--- src/rtl/fib_seq_pkg.sv ---
// Shared definitions for the Fibonacci sequencer and the lab ALU it drives:
// widths, ALU opcodes, flag bit positions and the sequencer state encoding.
package fib_seq_pkg;

   localparam int OPERAND_W = 6;
   localparam int OPCODE_W  = 3;

   typedef enum logic [OPCODE_W-1:0] {
      EXE_ADD,
      EXE_SUB,
      EXE_AND,
      EXE_OR,
      EXE_XOR,
      EXE_NOT,
      EXE_SHL,
      EXE_SHR
   } exe_op_t;

   localparam int F_CARRY = 2;
   localparam int F_OVF   = 1;
   localparam int F_ZERO  = 0;

   typedef enum logic [2:0] {
      IDLE,
      EMIT0,
      EMIT1,
      ISSUE,
      CAPTURE,
      EMITN
   } state_t;

endpackage

--- src/rtl/fib_seq_if.sv ---
// Valid/ready term stream from the sequencer to the display or top-level logic.
interface fib_seq_if
   import fib_seq_pkg::*;
   #(parameter int W = OPERAND_W)
   ();

   logic [W-1:0] data;
   logic         valid;
   logic         ready;

   modport master (output data, output valid, input ready);
   modport slave  (input data, input valid, output ready);

endinterface

--- src/rtl/fib_seq.sv ---
// Fibonacci sequencer: emits two seed terms, then repeatedly adds the last two
// terms through the registered lab ALU and streams each sum out.
module fib_seq
   import fib_seq_pkg::*;
   #(
      parameter int W   = OPERAND_W,
      parameter int OPW = OPCODE_W
   )
   (
      input  logic           clk,
      input  logic           rst,
      input  logic           start,
      input  logic [W-1:0]   f0,
      input  logic [W-1:0]   f1,
      input  logic [7:0]     count,
      output logic [OPW-1:0] alu_op,
      output logic [W-1:0]   alu_a,
      output logic [W-1:0]   alu_b,
      input  logic [W-1:0]   alu_c,
      input  logic [OPW-1:0] alu_f,
      fib_seq_if.master      out_s,
      output logic           busy,
      output logic           done,
      output logic           ovf
   );

   state_t       state_q, state_d;
   logic [W-1:0] a_q, a_d;
   logic [W-1:0] b_q, b_d;
   logic [7:0]   rem_q, rem_d;
   logic [W-1:0] data_q, data_d;
   logic         valid_q, valid_d;
   logic         done_q, done_d;
   logic         ovf_q, ovf_d;
   logic         accept;
   logic         unused_flags;

   assign alu_op = OPW'(EXE_ADD);
   assign alu_a  = a_q;
   assign alu_b  = b_q;

   assign out_s.data  = data_q;
   assign out_s.valid = valid_q;

   assign busy = (state_q != IDLE);
   assign done = done_q;
   assign ovf  = ovf_q;

   assign accept = valid_q && out_s.ready;

   // Only the carry matters; signed overflow and zero are don't-cares here.
   assign unused_flags = ^{alu_f[F_OVF], alu_f[F_ZERO]};

   always_comb begin
      // NOTE: every output of this block gets a default before the case, so no
      // path leaves a signal unassigned and no latch is inferred.
      state_d = state_q;
      a_d     = a_q;
      b_d     = b_q;
      rem_d   = rem_q;
      data_d  = data_q;
      valid_d = valid_q;
      done_d  = 1'b0;
      ovf_d   = ovf_q;

      unique case (state_q)
         IDLE: begin
            // A start coinciding with the done pulse belongs to the old run.
            if (start && !done_q) begin
               a_d     = f0;
               b_d     = f1;
               rem_d   = count;
               ovf_d   = 1'b0;
               data_d  = f0;
               valid_d = 1'b1;
               state_d = EMIT0;
            end
         end

         EMIT0: begin
            if (accept) begin
               data_d  = b_q;
               state_d = EMIT1;
            end
         end

         EMIT1, EMITN: begin
            if (accept) begin
               valid_d = 1'b0;
               if (rem_q == 8'd0) begin
                  done_d  = 1'b1;
                  state_d = IDLE;
               end else begin
                  state_d = ISSUE;
               end
            end
         end

         // a/b stay put here and in CAPTURE so the free-running ALU result is
         // still a+b when CAPTURE samples it one edge later.
         ISSUE: begin
            state_d = CAPTURE;
         end

         CAPTURE: begin
            data_d  = alu_c;
            valid_d = 1'b1;
            a_d     = b_q;
            b_d     = alu_c;
            rem_d   = rem_q - 8'd1;
            ovf_d   = ovf_q | alu_f[F_CARRY];
            state_d = EMITN;
         end

         default: begin
            state_d = IDLE;
         end
      endcase
   end

   always_ff @(posedge clk or posedge rst) begin
      if (rst) begin
         state_q <= IDLE;
         a_q     <= '0;
         b_q     <= '0;
         rem_q   <= '0;
         data_q  <= '0;
         valid_q <= 1'b0;
         done_q  <= 1'b0;
         ovf_q   <= 1'b0;
      end else begin
         // NOTE: non-blocking so every register samples pre-edge values,
         // independent of statement order.
         state_q <= state_d;
         a_q     <= a_d;
         b_q     <= b_d;
         rem_q   <= rem_d;
         data_q  <= data_d;
         valid_q <= valid_d;
         done_q  <= done_d;
         ovf_q   <= ovf_d;
      end
   end

   ast_stall_hold: assert property (@(posedge clk) disable iff (rst)
      (out_s.valid && !out_s.ready) |=> (out_s.valid && $stable(out_s.data)));

   ast_done_pulse: assert property (@(posedge clk) disable iff (rst)
      done |=> !done);

   ast_issue_capture: assert property (@(posedge clk) disable iff (rst)
      (state_q == ISSUE) |=> (state_q == CAPTURE));

   ast_idle_quiet: assert property (@(posedge clk) disable iff (rst)
      !busy |-> !out_s.valid);

endmodule
--- src/flat_wrapper.sv ---
// flat-port wrapper written by rule: the top's interface ports become plain ports
module fib_seq_flat import fib_seq_pkg::*;
#(
      parameter int W   = OPERAND_W,
      parameter int OPW = OPCODE_W
   )
  (clk, rst, start, f0, f1, count, alu_op, alu_a, alu_b, alu_c, alu_f, busy, done, ovf, out_s_data, out_s_valid, out_s_ready);
  fib_seq_if #(.W(W)) out_s_i ();
  input  logic clk;
  input  logic rst;
  input  logic start;
  input  logic [W-1:0] f0;
  input  logic [W-1:0] f1;
  input  logic [7:0] count;
  output logic [OPW-1:0] alu_op;
  output logic [W-1:0] alu_a;
  output logic [W-1:0] alu_b;
  input  logic [W-1:0] alu_c;
  input  logic [OPW-1:0] alu_f;
  output logic busy;
  output logic done;
  output logic ovf;
  output wire logic [$bits(out_s_i.data)-1:0] out_s_data;
  output wire logic [$bits(out_s_i.valid)-1:0] out_s_valid;
  input wire logic [$bits(out_s_i.ready)-1:0] out_s_ready;
  assign out_s_data = out_s_i.data;
  assign out_s_valid = out_s_i.valid;
  assign out_s_i.ready = out_s_ready;
  fib_seq #(.W(W), .OPW(OPW)) u_core (.clk(clk), .rst(rst), .start(start), .f0(f0), .f1(f1), .count(count), .alu_op(alu_op), .alu_a(alu_a), .alu_b(alu_b), .alu_c(alu_c), .alu_f(alu_f), .out_s(out_s_i), .busy(busy), .done(done), .ovf(ovf));
endmodule
--- config.mk ---
export PLATFORM = sky130hd
export DESIGN_NAME = fib_seq_flat
export DESIGN_NICKNAME = d
export VERILOG_FILES = /design/src/rtl/fib_seq_pkg.sv /design/src/rtl/fib_seq_if.sv /design/src/rtl/fib_seq.sv /design/src/flat_wrapper.sv
export SDC_FILE = /design/constraint.sdc
export NUM_CORES = 1
export LEC_CHECK = 0
export BUFFER_PORTS_ARGS = -buffer_cell sky130_fd_sc_hd__buf_2
export CAP_MARGIN = 20
export CORE_ASPECT_RATIO = 1.5
export CORE_MARGIN = 5
export CORE_UTILIZATION = 45
export CTS_CLUSTER_DIAMETER = 150
export CTS_CLUSTER_SIZE = 12
export DETAILED_ROUTE_END_ITERATION = 8
export GPL_TIMING_DRIVEN = 1
export PLACE_DENSITY = 0.75
export SETUP_SLACK_MARGIN = 0.2
export SYNTH_ARGS = -nofsm -noshare
export SYNTH_HDL_FRONTEND = slang
export SYNTH_SLANG_ARGS = --single-unit
--- constraint.sdc ---
create_clock -name clk -period 3.8 [get_ports clk]
set_input_delay 0 -clock clk [delete_from_list [all_inputs] [get_ports clk]]
set_output_delay 0 -clock clk [all_outputs]
set_load 0.02 [all_outputs]
==> key figures, run 1 <==
Logic synthesis
  • Syn Area/Cell: 8.71 µm²
  • Post-synthesis simple-gate area fraction: 0.178
  • Post-Synthesis Cells: 222
  • Synth area leader: dfrtp_1
  • Post-synthesis mux area share: 0.0466
  • Post-synthesis sequential area ratio: 0.414
  • Synth Register Bits: 32
  • Synth area leaders: dfrtp_1 (41%), o22ai_1 (7.1%), mux2i_1 (4.7%)
  • Yosys Warn Count: 0
  • EDFF count, synth: 0
  • Compound-Gate Fraction of Synth Area: 0.273
  • Cell Area, Synth: 1930 µm²
  • Post-synth cell types: 40
  • Adder-cell share of the synthesized area: 0.00647
  • Post-synthesis xor/xnor area fraction: 0
  • FFs w/ async S/R, synth: 1.00
  • Largest family of logic cells by synthesized area: compound AO/OA/AOI/OAI gates
  • Synth top area share: 0.414
  • Top_reg_cell synth: dfrtp_1

Critical path
  • CP max FO: 21
  • CP startpoint kind: register
  • Endpoint class of the critical path: register
  • Ordered list of cells on the worst path: or4b_4 -> o22a_2 -> o22ai_1 -> a21oi_1
  • Critical path required time: 3.96 ns
  • Crit path max-delay cell type: or4b_4
  • Reg-to-reg slack, setup: 1.85 ns
  • Buffers & Inverters on Critical Path: 0
  • CP top delay family: simple AND/OR/NAND/NOR gates
  • CP Class: reg -> reg
  • CP peak stage delay: 0.75 ns
  • Arrival time worst endpoint: ~2.1 ns

Min path
  • Hold Crit Class: in -> reg

Routing
  • Drt first pass iters: 4
  • Detailed-route via count: 1883
  • Average wire per standard cell: between 15 and 20 µm
  • Remaining DRCs: 0
  • Post-Route WL: about 5.3 mm
  • Final ANT Viol Nets: 0
  • Starting DRT DRC Count: between 100 and 150
  • Post-DR vias/cell: 5.92

Clocking
  • # H-tree levels: 2
  • Cts bufs inserted: 5
  • Clock Sink Count: 32
  • # resized after CTS: 0
  • CTS tree: built
  • Max Root-Sink Buffers: 2
  • Clock insertion delay at the later pin of the skew report: 0.29 ns
  • Clk root buf: clkbuf_8
  • CTS clk-pin slew, worst paths: about 0.07 ns

Floorplanning
  • I/O Pins: 58
  • Initial core utilization: 0.460
  • Core Area: 4210 µm²
  • Die X-Extent: 63.5 µm
  • Die area: 5740 µm²
  • Std cell rows: 29
  • Die Ht: 90.3 µm

Global routing
  • Vias in the first global route: around 1800
  • Largest net degree at the start of global routing: 33
  • GRT Util Overall: 0.188
  • First-pass GRT wire length: 8.82 mm
  • Grt total ovfl: 0
  • Initial antenna violation count: 0

Flow run
  • MaxCap Viol Count: 0

STA
  • Worst slew margin: 0.493
  • Setup_tns: 0 ns
  • Max-slew violation count: 0
  • Final worst-path cycle share: 0.514
  • RSZ-0062 raised after global routing: no
  • Minimum clock period: 1.95 ns
  • Skew final: roughly 0.007 ns
  • Final worst setup slack: around 1.8 ns
  • Final setup viols: 0
  • Fin. Hold Viols: 0
  • Slew @ Worst Pin: 0.759 ns
  • Max Clk Rate: 0.512 GHz

Pwr
  • Total power: 2.06 mW
  • Worst vdd rail ir drop: about 0.00051 V
  • Pwr/cell area: 889 nW/µm²
  • Leakage power: 1.13 nW

Status
  • Status: complete, no violations

Final layout
  • Ant. Diodes: 0
  • Area Overhead vs Synth: 19.6%
  • Final Util: 0.550
  • Layout Nets: 305
  • Proportion of layout cells with a drive suffix above 1: 0.265

Place
  • Hpwl dp: 3.81 mm
  • I/O Buffers: 52
  • RD Place Congestion: 0.890
  • Setup WS pre-CTS: approximately 1.9 ns
-- flip-flops by register name, indices dropped and copies added (netlist names) --
register	cells
u_core.alu_a	6
u_core.alu_b	6
u_core.done	1
u_core.out_s.data	6
u_core.out_s.valid	1
u_core.ovf	1
u_core.rem_q	8
u_core.state_q	3
-- synth_stat cells (all sizes together) (2+ instances only) --
| cell | count |
|---|---|
| inv | 13 |
| nand2b | 2 |
| mux2i | 9 |
| buf | 12 |
| and3 | 8 |
| o22ai | 22 |
| nand3 | 6 |
| o22a | 5 |
| nor2b | 2 |
| nor3 | 5 |
| a211o | 6 |
| o32ai | 7 |
| nand2 | 20 |
| clkbuf | 8 |
| a21oi | 17 |
| nor4 | 3 |
| nor2 | 15 |
| o21ai | 13 |
| a221oi | 2 |
| dfrtp | 32 |
-- report_power, final --
group	internal (mW)	leakage [nW]	switching, mW
Combinational	0.449	0.689	0.640
Sequential	0.501	0.393	0.194
Clock	0.144	0.0510	0.128
-- tightest hold or removal path: cells and delay by family --
kind                   cells  cell delay [ns]
and+or+nand+nor            2             0.17
buffers and inverters      1             0.08
-- final cells by class --
cell class                 instances  area [µm²]
clock buffer                       6        82.6
clock inverter                     2        10.0
fill                             414        1900
inverter                          13        48.8
multi-input combinational        159         986
sequential                        32         801
tap                               46        57.6
timing repair buffer              60         328
-- repair_timing --
| action | 4_1_cts | 5_1_grt |
|---|---|---|
| hold endpoints to repair | 34 | 0 |
| setup endpoints to repair | 0 | 0 |
| hold buffers | 3 | 0 |
| buffers inserted | 0 | 0 |
-- cell usage in the layout (no fill, tap or decap), types with 2 or more instances in the layout --
cell / Yosys / routed
a211o_1: 6 / 6
a21oi_1: 17 / 17
a221oi_1: 2 / 2
and3_1: 7 / 7
buf_2: 7 / 52
buf_4: 4 / 5
clkbuf_8: 0 / 6
clkinv_2: 0 / 2
conb_1: 1 / 3
dfrtp_1: 32 / 32
dlygate4sd3_1: 0 / 3
inv_1: 13 / 13
mux2i_1: 9 / 9
nand2_1: 20 / 20
nand2b_1: 2 / 2
nand3_1: 6 / 6
nor2_1: 15 / 15
nor2b_1: 2 / 2
nor3_1: 5 / 5
nor4_2: 2 / 2
o21ai_0: 13 / 13
o22a_1: 4 / 4
o22ai_1: 22 / 22
o32ai_1: 7 / 7
-- metal layers --
metal  GRT usage  routed length [µm]
met1       0.211                2130
met2       0.330                2750
met3      0.0486                 292
met4      0.0728                 104
met5           0                   0
-- final timing paths --
path                                          startpoint                          end  cells past startpoint
hold reg to reg              u_core.alu_a[4]$_DFFE_PP0P_  u_core.alu_a[4]$_DFFE_PP0P_                      2
setup reg to reg           u_core.state_q[0]$_DFFE_PP0P_  u_core.rem_q[2]$_DFFE_PP0P_                      4
max in group asynchronous                            rst  u_core.rem_q[5]$_DFFE_PP0P_                      4
min in group asynchronous                            rst  u_core.alu_a[1]$_DFFE_PP0P_                      4
hold / removal                                  count[7]  u_core.rem_q[7]$_DFFE_PP0P_                      3
setup / recovery           u_core.state_q[0]$_DFFE_PP0P_  u_core.rem_q[2]$_DFFE_PP0P_                      4
-- cells by family (layout without fill, tap and decap cells) --
| group | Yosys count | after routing |
|---|---|---|
| adder cells (fa/ha/maj) | 1 | 1 |
| AO/OA/AOI/OAI | 79 | 79 |
| multiplexers | 9 | 9 |
| other | 1 | 3 |
| buffers and inverters | 33 | 81 |
| flip-flops | 32 | 32 |
| AND/OR/NAND/NOR | 67 | 67 |
-- through the flow --
stage          hold slack [ns]  instance area [µm²]  std cells
3_3_place_gp             0.106                 2190        307
3_5_place_dp             0.109                 2190        307
6_report                0.0272                 2310        318
2_1_floorplan            0.116                 1940        224
4_1_cts                 0.0257                 2310        318
5_1_grt                 0.0314                 2310        318
Note: power is estimated with default switching activity, not from simulation.
==> run 2, diff against run 1 <==
Settings changed: ABC_AREA from default to 1, PLACE_DENSITY 0.75 to 0.79.
Clock period 3.8 ns to 1.75 ns, I/O delays scaled along.
==> key figures, run 2 <==
Routing
  • Routed met2 length: 2.52 mm
  • Average wire per standard cell: 12.9 µm
  • DR WL met3: 292 µm
  • DRT met1 WL: about 1.9 mm
  • Top sig layer: met4
  • Drt first pass iters: 4
  • Post-DR vias/cell: 5.03
  • Remaining DRCs: 0
  • Detailed-route via count: 1870
  • Final ANT Viol Nets: 0
  • Post-Route WL: 4.82 mm
  • Starting DRT DRC Count: a little under 80

Floorplanning
  • Die area: 5490 µm²
  • Die X-Extent: 62.2 µm
  • Std cell rows: 28
  • Core Area: 3960 µm²
  • Initial core utilization: 0.464
  • Die Ht: roughly 88 µm
  • I/O Pins: 58

Global routing
  • Largest net degree at the start of global routing: 33
  • Grt total ovfl: 0
  • Vias in the first global route: 1872
  • GRT Util Overall: 0.191
  • Initial antenna violation count: 0
  • First-pass GRT wire length: about 8.5 mm

Final layout
  • Proportion of layout cells with a drive suffix above 1: 0.251
  • Ant. Diodes: 0
  • Area Overhead vs Synth: 29.1%
  • Max reg flops: 8
  • Final Util: 0.599
  • Commonest non-fill, non-tap cell in the layout: nand2_1
  • Register bank with the most flops: u_core.rem_q
  • Most frequent cells in the layout: nand2_1 (87), buf_2 (52), dfrtp_1 (31)
  • Cell area after layout: 2370 µm²
  • Fill cell total of the finished layout: about 370
  • Layout Nets: 360
  • Final Non-Filler Cells: about 370

Min path
  • Hold Crit Class: in -> reg

Logic synthesis
  • Cell Area, Synth: 1840 µm²
  • Count leader, synth: nand2_1
  • Synth area leader: dfrtp_1
  • Post-synth top cells: nand2_1 (88), dfrtp_1 (32), nor2_1 (30), inv_1 (18)
  • Synth area leaders: dfrtp_1 (44%), nand2_1 (18%), nor2_1 (6.1%)
  • Yosys Warn Count: 0
  • FFs w/ async S/R, synth: 1.00
  • Syn Area/Cell: around 7.2 µm²
  • Synth Register Bits: 32
  • Post-Synthesis Cells: ~260
  • Post-synth cell types: 25
  • EDFF count, synth: 0
  • Synth top area share: 0.436
  • Top_reg_cell synth: dfrtp_1
  • Post-synthesis sequential area ratio: 0.436

Critical path
  • CP startpoint kind: register
  • CP peak stage delay: 0.49 ns
  • Buffers & Inverters on Critical Path: 1
  • CP Class: reg -> reg
  • Ordered list of cells on the worst path: inv_6 -> nand2_2 -> nor2_4 -> nand2_4 -> nand2_4 -> nor2_4 -> nand2_1 -> nand2_1
  • Endpoint class of the critical path: register
  • CP max FO: 17
  • Arrival time worst endpoint: 1.62 ns
  • Critical path required time: 1.93 ns
  • CP top delay family: simple AND/OR/NAND/NOR gates
  • Crit path max-delay cell type: dfrtp_2

STA
  • Fin. Hold Viols: 0
  • Skew final: 0.0108 ns
  • Final worst-path cycle share: 0.822
  • Minimum clock period: 1.44 ns
  • Hold slack: approximately 0.0043 ns
  • Max Clk Rate: ~0.7 GHz
  • Setup_tns: 0 ns
  • Final setup viols: 0
  • RSZ-0062 raised after global routing: yes
  • Max-slew violation count: 0
  • Final worst setup slack: 0.312 ns

Clocking
  • Clock insertion delay at the later pin of the skew report: 0.29 ns
  • CTS tree: built
  • # H-tree levels: 2
  • CTS clk-pin slew, worst paths: ~0.070 ns
  • Clock Sink Count: 32
  • Clk root buf: clkbuf_8
  • Post-CTS Setup Inserts: 0
  • Max Root-Sink Buffers: 2
  • Cts bufs inserted: 5

Pwr
  • Worst vdd rail ir drop: 0.00104 V
  • Leakage power: 1.25 nW
  • Pwr/cell area: 1900 nW/µm²
  • Total power: roughly 4.5 mW

Place
  • Setup WS pre-CTS: roughly 0.17 ns
  • Dpl cell area: around 2100 µm²
  • I/O Buffers: 52
  • RD Place Congestion: 0.840
  • Hpwl dp: between 3 and 4 mm
  • Placed Cells: approximately 350

Status
  • Status: complete, no violations

Flow run
  • MaxCap Viol Count: 0
## run 2: cell count changes after synthesis, sizes merged, moves of 9 or more
| cell | delta |
|---|---|
| nor2 | +18 |
| inv | +11 |
| nand3 | +11 |
| o22ai | -19 |
| mux2i | -9 |
| o21ai | +9 |
| nand2 | +75 |
## run 2: area by class of cell
type	instances	area [µm²]	share of cell area
Clock buffer	6	72.6	0.0306
Inverter	24	110	0.0464
Sequential cell	32	802	0.338
Multi-Input combinational cell	191	867	0.366
Timing Repair Buffer	72	448	0.189
Clock inverter	2	16.3	0.00686
Tap cell	45	56.3	0.0237
## run 2: metal layers
metal  global-route usage  up-vias
met3               0.0457        9
met1                0.206      855
met4               0.0848        0
met2                0.354       61
li1                     -      945
met5                    0        -
## run 2: cell families (layout without fill, tap and decap cells)
group                    Yosys count  count (layout)  share of synthesized area
flip-flops                        32              32                      0.436
buffers and inverters             35             104                     0.0980
adder cells (fa/ha/maj)            1               1                    0.00681
AND/OR/NAND/NOR                  147             147                      0.343
AO/OA/AOI/OAI                     40              40                      0.114
other                              1               3                    0.00204
## run 2: power breakdown
group,switching (mW),internal (mW)
clock network,0.288,0.283
registers,0.296,1.11
logic,1.68,0.866
total,2.26,2.25
## run 2: path summary, 6_finish.rpt
kind | from | end | slack (ns) | depth (start not counted)
worst max-delay path | u_core.state_q[2]$_DFFE_PP0P_ | u_core.out_s.data[3]$_DFFE_PP0P_ | 0.31 | 8
worst min-delay path | count[2] | u_core.rem_q[2]$_DFFE_PP0P_ | 0.004 | 3
worst max register to register | u_core.state_q[2]$_DFFE_PP0P_ | u_core.out_s.data[3]$_DFFE_PP0P_ | 0.31 | 8
worst min register to register | u_core.out_s.data[4]$_DFFE_PP0P_ | u_core.out_s.data[4]$_DFFE_PP0P_ | 0.47 | 2
max in group asynchronous | rst | u_core.state_q[2]$_DFFE_PP0P_ | 1.07 | 4
min in group asynchronous | rst | u_core.alu_a[0]$_DFFE_PP0P_ | 0.35 | 4
## run 2: worst register-to-register path: stages (launching register included)
cell and delay, ns:
dfrtp_2 0.49, inv_6 0.15, nand2_2 0.09, nor2_4 0.24
nand2_4 0.08, nand2_4 0.11, nor2_4 0.05, nand2_1 0.09
nand2_1 0.05
## run 2: timing repair
action	in CTS	in global routing
setup endpoints to repair	3	27
gates resized for setup	2	6
gates cloned	0	0
hold endpoints to repair	43	1
hold buffers	14	1
